==> src/rtl/reg_scoreboard.sv <==
// reg_scoreboard
// Counts unretired destination writes per architectural register so decode can
// stall on a read-after-write hazard, and flags writeback retiring a register
// that has nothing outstanding. Register 0 is hardwired and never tracked.
module reg_scoreboard #(
  parameter int ADDRESS_WIDTH = 5,
  parameter int CNT_WIDTH     = 2
) (
  input  logic                               clk,
  input  logic                               rst,
  input  logic [ADDRESS_WIDTH-1:0]           rs1,
  input  logic [ADDRESS_WIDTH-1:0]           rs2,
  input  logic                               use_rs1,
  input  logic                               use_rs2,
  input  logic                               issue_valid,
  input  logic                               issue_we,
  input  logic [ADDRESS_WIDTH-1:0]           issue_rd,
  input  logic                               wb_we,
  input  logic [ADDRESS_WIDTH-1:0]           wb_rd,
  output logic                               stall,
  output logic                               issue_fire,
  output logic [ADDRESS_WIDTH+CNT_WIDTH-1:0] inflight,
  output logic                               err_overflow,
  output logic                               err_underflow
);

  localparam int NumRegs  = 1 << ADDRESS_WIDTH;
  localparam int TotWidth = ADDRESS_WIDTH + CNT_WIDTH;
  localparam logic [CNT_WIDTH-1:0] CntMax = '1;

  logic [CNT_WIDTH-1:0] pend_q [NumRegs];
  logic [CNT_WIDTH-1:0] pend_d [NumRegs];
  logic [TotWidth-1:0]  inflight_q, inflight_d;
  logic                 errOverflow_q, errOverflow_d;
  logic                 errUnderflow_q, errUnderflow_d;

  logic                 src1Busy, src2Busy, retireSame, ovfBlock;
  logic [NumRegs-1:0]   incVec, decVec;
  logic                 incCounted, decCounted;

  // Hazard detection: a source with an outstanding write holds decode, and an
  // issue into a saturated counter is held unless that register retires now.
  // A same-cycle retire deliberately does not release a source stall, since the
  // register file only takes the new value at the clock edge.
  always_comb begin
    src1Busy   = use_rs1 && (rs1 != '0) && (pend_q[rs1] != '0);
    src2Busy   = use_rs2 && (rs2 != '0) && (pend_q[rs2] != '0);
    retireSame = wb_we && (wb_rd == issue_rd);
    ovfBlock   = issue_valid && issue_we && (issue_rd != '0) &&
                 (pend_q[issue_rd] == CntMax) && !retireSame;
    stall      = src1Busy || src2Busy || ovfBlock;
    issue_fire = issue_valid && !stall;
  end

  // One-hot increment/decrement requests; bit 0 is masked so register 0 is
  // never counted and never raises an error.
  always_comb begin
    incVec = '0;
    decVec = '0;
    if (issue_fire && issue_we) begin
      incVec = NumRegs'(1) << issue_rd;
    end
    if (wb_we) begin
      decVec = NumRegs'(1) << wb_rd;
    end
    incVec[0] = 1'b0;
    decVec[0] = 1'b0;
  end

  // Per-register counter update and error detection. An increment and a
  // decrement to the same register cancel; the total only moves for counted
  // events, so it tracks the sum of the counters exactly and cannot wrap.
  always_comb begin
    pend_d         = pend_q;
    errOverflow_d  = errOverflow_q;
    errUnderflow_d = errUnderflow_q;
    incCounted     = 1'b0;
    decCounted     = 1'b0;
    for (int r = 0; r < NumRegs; r++) begin
      if (incVec[r] && decVec[r]) begin
        pend_d[r] = pend_q[r];
      end else if (incVec[r]) begin
        if (pend_q[r] == CntMax) begin
          errOverflow_d = 1'b1;
        end else begin
          pend_d[r]  = pend_q[r] + 1'b1;
          incCounted = 1'b1;
        end
      end else if (decVec[r]) begin
        if (pend_q[r] == '0) begin
          errUnderflow_d = 1'b1;
        end else begin
          pend_d[r]  = pend_q[r] - 1'b1;
          decCounted = 1'b1;
        end
      end
    end
    inflight_d = inflight_q + TotWidth'(incCounted) - TotWidth'(decCounted);
  end

  // State register with synchronous reset; reset discards all in-flight writes
  // and clears the sticky error flags.
  always_ff @(posedge clk) begin
    if (rst) begin
      for (int r = 0; r < NumRegs; r++) begin
        pend_q[r] <= '0;
      end
      inflight_q     <= '0;
      errOverflow_q  <= 1'b0;
      errUnderflow_q <= 1'b0;
    end else begin
      pend_q         <= pend_d;
      inflight_q     <= inflight_d;
      errOverflow_q  <= errOverflow_d;
      errUnderflow_q <= errUnderflow_d;
    end
  end

  assign inflight      = inflight_q;
  assign err_overflow  = errOverflow_q;
  assign err_underflow = errUnderflow_q;

endmodule

==> config.mk <==
export PLATFORM = sky130hd
export DESIGN_NAME = reg_scoreboard
export DESIGN_NICKNAME = d
export VERILOG_FILES = /design/src/rtl/reg_scoreboard.sv
export SDC_FILE = /design/constraint.sdc
export NUM_CORES = 1
export LEC_CHECK = 0
export BUFFER_PORTS_ARGS = -buffer_cell sky130_fd_sc_hd__buf_2
export CAP_MARGIN = 20
export CELL_PAD_IN_SITES_DETAIL_PLACEMENT = 0
export CELL_PAD_IN_SITES_GLOBAL_PLACEMENT = 1
export CORE_ASPECT_RATIO = 1.2
export CORE_MARGIN = 4
export CORE_UTILIZATION = 44
export CTS_CLUSTER_DIAMETER = 120
export DETAILED_ROUTE_END_ITERATION = 6
export PLACE_DENSITY_LB_ADDON = 0.12
export SKIP_LAST_GASP = 1
export SLEW_MARGIN = 15
export SYNTH_ARGS = -nofsm -noshare
export SYNTH_HDL_FRONTEND = slang
export SYNTH_SLANG_ARGS = --single-unit
==> constraint.sdc <==
create_clock -name clk -period 13.3 [get_ports clk]
set_input_delay 1.33 -clock clk [delete_from_list [all_inputs] [get_ports clk]]
set_output_delay 1.33 -clock clk [all_outputs]
set_load 0.01 [all_outputs]
==> results, run 1 <==
- The vias after detailed routing is 6854.
- Power spread over the standard cell area amounts to 93.6 nW/um2.
- Entering global routing, the biggest net connects 72 pins.
- Compared with the post-synthesis result, the final layout area differs by 9.46%.
- The number of buffers and inverters on the critical path is 4.
- The HPWL after detailed placement is 20500 um.
- Excluding fillers, the count of instances in the completed layout stands at 994.
- In this run the deepest clock path goes through 2 buffers.
- The run finished, with violations left.
- Data arrives at the worst endpoint at 7.10 ns.
- The multiplexer share of the synthesized area is 6.96%.
- The adder and majority gate portion of the synthesized area is 1.81%.
- The number of failing hold endpoints at the final stage was 0.
- Max-cap violations in this run came to 0.
- For this run, the detailed router's first-pass iteration total came to 7.
- The combinational family with the most area after synthesis is simple AND/OR/NAND/NOR gates.
- The number of input and output port buffers inserted is 37.
- For this design the total switching power over the nets is 0.000196 W.
- The final layout contains 856 nets.
- Setup repair after global routing left no endpoint under its margin.
- The width of the chip is 114 um.
- The total negative setup slack is 0 ns.
- STA classifies the critical path endpoint as a flip-flop.
- The share of post-route cells with drive strength above 1 is 12.3%.
- The global-route usage over all layers is 33.6%.
- After clock tree synthesis, the repair step resized 0 gates.
- The commonest cells after synthesis are sky130_fd_sc_hd__nand2_1 (93), sky130_fd_sc_hd__nor2_1 (90), sky130_fd_sc_hd__dfxtp_1 (71).
- The cts-stage hold buffer count is 0.
- The latest clock arrival within the worst-skew pair is 0.36 ns.
- In this run the cell area of the synthesized design comes to 5950 um2.
- The clock transition at the register clock pins on the worst setup and hold paths after CTS is 0.06 ns.
- Counting I/O delays and the setup requirement, the final critical path takes 6.89 ns.
- The post-detailed-routing wire length is 26100 um.
- The first global-routing pass estimated 38800 um of wire.
- The H-tree depth reported by CTS is 3.
- The type of element launching the critical path is an input pin.
- The part of the total power dissipated in combinational logic is 21.4%.
- The gate count of the mapped netlist is 805.
- The area of the die is 15500 um2.
- During I/O placement, the number of pins put on the boundary was 38.
- The remaining antenna violation count after routing is 0.
- The root buffer cell chosen for the clock tree is sky130_fd_sc_hd__clkbuf_16.
- Per report_power, the sequential group accounts for 36.9% of the total.
- Final hold analysis gives a worst-case slack of 0.469 ns.
- The standard-cell row count is 46.
- The total instance count after detailed placement is 978.
- Along the worst path, the maximum fanout reaches 24.
- For this run, the leading register cell type out of synthesis is sky130_fd_sc_hd__dfxtp_1.
- The number of synthesized flops with an enable pin is 0.
- In this run, CTS created clock tree buffers numbering 9.
- The fraction of registers with async set or reset after synthesis is 0%.
- sky130_fd_sc_hd__dfxtp_1 takes more of the synthesized area than any other cell.
- The number of synthesis warnings is 0.
- The clock network burns 41.7% of the power.
- The final worst clock skew is 0.0120 ns.
- The area inside the core boundary is 13200 um2.
- TritonCTS built the clock tree.
- The critical path goes through buf_2 -> nor2_2 -> a311oi_2 -> a221oi_2 -> o211ai_2 -> o211ai_4 -> nor3b_4 -> buf_4 -> a31oi_1 -> a2111oi_1 -> nand4_1 -> or4_1 -> ha_1 -> inv_1 -> ha_1 -> inv_1 -> fa_1 -> nor2b_1 -> o21ai_0 -> nand2b_1 -> a21o_1 -> a21oi_1 -> xnor2_1 -> nor2_1.
- The weighted congestion at the end of routability-driven global placement is 1.04.
- Data on the critical path is required at its endpoint by 13.52 ns.
- After the first detailed-routing iteration, the DRC count stood at 864.
- The actual transition at the worst max-transition pin is 1.01 ns.
- The post-detailed-route DRC marker count is 1.
- Timing would allow up to 145 MHz.
- Global routing finished with a remaining overflow of 0.
- The worst-case IR drop observed on VDD is 98.0 uV.
- The top-area cell type share of the netlist area is 23.9%.
- The cell internal power dissipation is 0.000414 W.
- The cell type group with the largest total delay on the critical path is simple AND/OR/NAND/NOR gates.
- Synthesis produced a netlist with a net count of 840.
- The max-slew violation total from the final report is 0.
- The simple-gate share of the synthesized area is 32.0%.
- The number of antenna violations at the first check in global routing was 0.
- The post-CTS setup buffer count is 0.
- The number of global-route vias before repair is 6269.
- The die extent in y is 135 um.
- The starting utilization of the core area is 45.0%.
- The area fraction in compound gates after synthesis is 29.2%.
- The CTS sink count is 71.
- The switching part of the total is 32.2%.
- Among all stages on the critical path, the largest delay is contributed by sky130_fd_sc_hd__nor3b_4.
- The number of different library cells used by synthesis comes to 80.
- sky130_fd_sc_hd__nand2_1 is the most common cell in the netlist.
- After layout, the worst path uses 51.8% of the clock period.
- The flip-flop and latch count after synthesis is 71.
- Summing the sequential cell areas from Yosys gives 23.9% of the chip area.
- The synthesized-area fraction occupied by xor and xnor cells is 1.62%.
- The vias per cell is 6.90.
- The total setup violations reported at the end of the flow is 0.
- The count of antenna diodes in the layout is 0.
- In the final routed layout, each cell accounts on average for 26.2 um.
- The post-synthesis area per instance is 7.40 um2.
- The headroom to the max-slew limit is 31.9%.
- The checks that failed: DRC.
- The type of the setup path with the least slack is input pin to flip-flop.
- Summed over all cells, the static leakage comes to 2.20 nW.
- Yosys attributes the largest share of cell area to sky130_fd_sc_hd__dfxtp_1 (24%), sky130_fd_sc_hd__nand2_1 (5.9%), sky130_fd_sc_hd__nor2_1 (5.7%), sky130_fd_sc_hd__mux4_2 (4.9%), sky130_fd_sc_hd__a21oi_1 (4.9%).
- The delay of the slowest cell on the worst path is 0.74 ns.
- The class of the most critical hold timing path is flip-flop to flip-flop.
==> final timing paths <==
kind                startpoint  depth (start not counted)      endpoint  slack [ns]
hold reg to reg   err_overflow                          1  err_overflow        0.47
setup reg to reg    pend_q[53]                         24   inflight[6]        7.06
setup / recovery   issue_rd[1]                         24   inflight[6]        6.41
hold / removal    err_overflow                          1  err_overflow        0.47
==> routing by layer <==
layer | GRT usage, % | wire length, um | up-vias
met5 | 0 | 0 | -
met4 | 17.9 | 1550 | 0
met3 | 6.12 | 2320 | 87
met2 | 54.9 | 12200 | 421
met1 | 41.8 | 9980 | 3287
li1 | - | - | 3059
==> area by class of cell <==
type                            instances  area (um2)
Clock buffer                           10         229
Clock inverter                          6        70.1
Fill cell                            1344        6720
Inverter                               24        90.1
Multi-Input combinational cell        671        4260
Sequential cell                        71        1420
Tap cell                              168         210
Timing Repair Buffer                   44         235
==> state kept, by name (all words and copies together), names as in the netlist <==
signal and flops:
err_overflow 1, err_underflow 1, inflight 7, pend_q 62
==> worst reg2reg max path, delay by kind of cell (launching register included) <==
kind | cells | cell delay (ns)
and+or+nand+nor | 9 | 2.61
DFF | 1 | 0.34
buffers and inverters | 4 | 0.70
muxes | 1 | 0.37
adders and majority gates | 3 | 0.86
AOI/OAI and AO/OA | 6 | 1.07
xor gates and xnor gates | 1 | 0.15
==> layout by cell type, fill, tap and decap left out, types with 8 or more instances in the layout <==
| cell | instances |
|---|---|
| sky130_fd_sc_hd__and3_1 | 12 |
| sky130_fd_sc_hd__inv_1 | 23 |
| sky130_fd_sc_hd__dfxtp_1 | 71 |
| sky130_fd_sc_hd__or2_2 | 9 |
| sky130_fd_sc_hd__nor3_1 | 47 |
| sky130_fd_sc_hd__nand2_1 | 93 |
| sky130_fd_sc_hd__nand4_1 | 11 |
| sky130_fd_sc_hd__a31oi_1 | 19 |
| sky130_fd_sc_hd__buf_2 | 38 |
| sky130_fd_sc_hd__mux4_2 | 13 |
| sky130_fd_sc_hd__o21a_1 | 17 |
| sky130_fd_sc_hd__nor2_1 | 90 |
| sky130_fd_sc_hd__nor2b_1 | 8 |
| sky130_fd_sc_hd__nand3_1 | 22 |
| sky130_fd_sc_hd__o21ai_0 | 56 |
| sky130_fd_sc_hd__a21oi_1 | 58 |
| sky130_fd_sc_hd__clkbuf_16 | 9 |
| sky130_fd_sc_hd__nand2b_1 | 29 |
| sky130_fd_sc_hd__a21o_1 | 10 |
| sky130_fd_sc_hd__a211oi_1 | 30 |
==> logic make-up after synthesis <==
| logic type | count (synthesis) |
|---|---|
| and+or+nand+nor | 374 |
| DFF | 71 |
| muxes | 20 |
| adders and majority gates | 8 |
| xor gates and xnor gates | 11 |
| AOI/OAI and AO/OA | 258 |
| buffers and inverters | 63 |
==> stage by stage <==
| step | cell area (um2) | setup WS (ns) | total power (W) | util (%) |
|---|---|---|---|---|
| finish | 6520 | 6.41 | 0.000610 | 49.2 |
| global route | 6520 | 6.14 | 0.000628 | 49.2 |
| CTS | 6520 | 6.56 | 0.000608 | 49.2 |
| detailed placement | 6220 | 6.21 | 0.000357 | 47.0 |
| global placement | 6210 | 6.32 | 0.000354 | 46.9 |
| floorplan | 5950 | 7.65 | 0.000318 | - |
==> power by group through the flow <==
stage | clock network, W | registers (W) | logic, W
2_1_floorplan | 0 | 0.000232 | 0.0000864
3_3_place_gp | 0 | 0.000229 | 0.000125
3_5_place_dp | 0 | 0.000230 | 0.000127
4_1_cts | 0.000255 | 0.000225 | 0.000127
5_1_grt | 0.000261 | 0.000226 | 0.000141
6_report | 0.000255 | 0.000225 | 0.000130
Power figures use the tool's default switching activity.
==> inputs of run 2 (changes only) <==
Clock period 13.3 ns to 6.99 ns, I/O delays scaled along.
==> run 2 against run 1 <==
The run now ends clean. Critical path depth shrank 2. Combinational power grew 89%. Flip-flop and latch count is the same. Sequential share of layout area shrank 0.31 points. Clock power grew 120%. Cell count grew 0.50%. Non-clock buffer count grew 6. First-iteration DRC count shrank 0.69%. Die area is the same. Power grew 100%. Clock-buffer cell count is the same. Critical path type is now flip-flop to flip-flop. Largest power group unchanged.
==> results, run 2 (synthesis results as in run 1) <==
- In the final routed layout, each cell accounts on average for 26.2 um.
- In this run, placement finished with an instance count of 984.
- The top cell types in the final layout, fill and taps aside, are sky130_fd_sc_hd__nand2_1 (93), sky130_fd_sc_hd__nor2_1 (90), sky130_fd_sc_hd__dfxtp_1 (71).
- The headroom to the max-slew limit is 26.6%.
- The width of the chip is 114 um.
- The worst setup path is launched from a flip-flop.
- The leading cell type in the layout, fill and taps excluded is sky130_fd_sc_hd__nand2_1.
- In this run the deepest clock path goes through 2 buffers.
- The latest clock arrival within the worst-skew pair is 0.36 ns.
- The final critical-path share of the clock period is 88.2%.
- Of the cells placed in the final design, the portion with a size suffix greater than 1 is 13.0%.
- The number of global-route vias before repair was 6475.
- The H-tree depth reported by CTS is 3.
- The total negative setup slack is 0 ns.
- The hold slack is 0.465 ns.
- Summing all flip-flop and latch instances after layout gives 1420 um2.
- The most numerous cell on the critical path is sky130_fd_sc_hd__nor2_1.
- The smallest clock period supported by the final layout is computed as 6.16 ns.
- Setup violations remaining at the end of the flow were counted as 0.
- The upper clock frequency limit is 162 MHz.
- The global-route wire length before repair is 39100 um.
- The final worst clock skew is 0.0120 ns.
- The flow ran to the end, and the final reports show no timing, DRC or antenna violations.
- The number of buffer and inverter stages on the critical path is 2.
- The number of input and output port buffers inserted is 37.
- The HPWL after detailed placement is 20500 um.
- The area inside the core boundary is 13200 um2.
- On the worst path, the slowest cell contributes a delay of 0.83 ns.
- The buffer type at the clock tree root is sky130_fd_sc_hd__clkbuf_16.
- Once detail routing completed, the nets flagged for antenna violations numbered 0.
- Setup repair after global routing left no endpoint under its margin.
- The vias per cell is 6.87.
- Hold repair after CTS inserted 0 buffers.
- Summed over all layers, the routed wires come to 26200 um.
- Ranked by flip-flop count, first place goes to pend_q.
- The standard-cell row count is 46.
- Detailed routing inserted a total of 6859 vias.
- Clock-pin slew was measured on the worst setup and hold paths at 0.06 ns.
- The actual transition at the worst max-transition pin is 1.09 ns.
- The cell type group with the largest total delay on the critical path is simple AND/OR/NAND/NOR gates.
- In this run the worst path has a maximum fanout of 16.
- The die extent in y is 135 um.
- Compared with the post-synthesis result, the final layout area differs by 11.0%.
- The post-detailed-route DRC marker count is 0.
- Once the clock tree was built, the resizer swapped 0 gates to a different size.
- STA classifies the critical path endpoint as a flip-flop.
- The clock tree from TritonCTS is yes.
- Walking the worst path, the cells encountered are nor2_1 -> mux4_2 -> nor2_1 -> nor3_1 -> o211ai_4 -> nor3_2 -> a21oi_1 -> a222oi_1 -> nand4_1 -> or4_1 -> ha_1 -> inv_1 -> ha_1 -> inv_1 -> fa_1 -> nor2b_1 -> o21ai_0 -> nand2b_1 -> a21o_1 -> a21oi_1 -> xnor2_1 -> nor2_1.
- The total chip power is 0.00123 W.
- The class of the most critical hold timing path is flip-flop to flip-flop.
- The max-slew violation total from the final report is 0.
- Counting the fill cells in the layout gives 1359.
- The CTS sink count is 71.
- The number of DRC violations after detailed-routing iteration 0 is 858.
- The final net count is 862.
- The global-route usage over all layers is 33.8%.
- In this run, CTS created clock tree buffers numbering 9.
- The total power per unit cell area is 186 nW/um2.
- The initial utilization of the core area, before any placement, comes to 45.0%.
- The maximum VDD drop is 159 uV.
- In this run the static leakage power is 2.26 nW.
- After global routing the overflow that remains totals 0.
- The pin count of the biggest net entering global routing is 72.
- The post-CTS setup buffer count is 0.
- The multi-input combinational cells in the finished layout cover a total of 4260 um2.
- The register with the most flip-flops in the layout has 62 of them.
- STA puts the critical path data required time at 7.19 ns.
- The number of I/O pins is 38.
- The number of antenna violations at the first check in global routing is 1.
- The area of the die is 15500 um2.
- The number of optimization iterations in the first detailed-route pass is 6.
- The number of violations of the max-capacitance limit is 0.
- For the worst setup path, the data arrival time is 6.37 ns.
- The critical path is of the flip-flop to flip-flop type.
- The number of standard cells in the layout, taps in and fillers out is 999.
- 0 antenna diodes ended up in the layout.
- The weighted congestion at the end of routability-driven global placement is 1.03.
- The number of failing hold endpoints at the final stage is 0.
- The slowest stage of the critical path is the sky130_fd_sc_hd__nor3_2 cell.
==> run 2: cell count changes in the layout (fill, tap and decap cells not counted) <==
cell	delta
sky130_fd_sc_hd__buf_4	+7
sky130_fd_sc_hd__bufinv_16	+2
sky130_fd_sc_hd__clkinvlp_4	-2
sky130_fd_sc_hd__buf_2	-1
sky130_fd_sc_hd__clkbuf_1	-1
sky130_fd_sc_hd__clkbuf_8	+1
sky130_fd_sc_hd__inv_6	-1
==> run 2: worst paths after layout <==
| check | startpoint | end | slack (ns) | cells past startpoint |
|---|---|---|---|---|
| worst max-delay path | pend_q[26] | inflight[6] | 0.83 | 22 |
| worst min-delay path | err_overflow | err_overflow | 0.46 | 1 |
| worst max register to register | pend_q[26] | inflight[6] | 0.83 | 22 |
| worst min register to register | err_overflow | err_overflow | 0.46 | 1 |
==> run 2: layout make-up <==
cell class / count / share of cell area, %
Multi-Input combinational cell: 671 / 64.5
Sequential cell: 71 / 21.5
Timing Repair Buffer: 50 / 4.28
Clock buffer: 10 / 3.62
Tap cell: 168 / 3.18
Clock inverter: 5 / 1.61
Inverter: 24 / 1.36
==> run 2: report_power, final <==
part | switching (W) | internal [W]
logic | 0.000155 | 0.0000918
registers | 0.0000104 | 0.000418
clock network | 0.000195 | 0.000357
==> run 2: through the flow <==
| step | setup WS (ns) | area [um2] | util [%] |
|---|---|---|---|
| after floorplan | 1.97 | 5950 | - |
| after global placement | 0.732 | 6260 | 47.3 |
| after detailed placement | 0.644 | 6260 | 47.3 |
| after CTS | 0.985 | 6610 | 49.9 |
| after global routing | 0.571 | 6610 | 49.9 |
| final | 0.828 | 6610 | 49.9 |
==> run 2: metal layers <==
metal	routed length [um]	part of all wire, %	GRT usage, %
met2	11700	45	53.0
met3	2140	8.2	6.88
met1	10200	39	41.4
met5	14	0.053	0
met4	2160	8.3	23.4
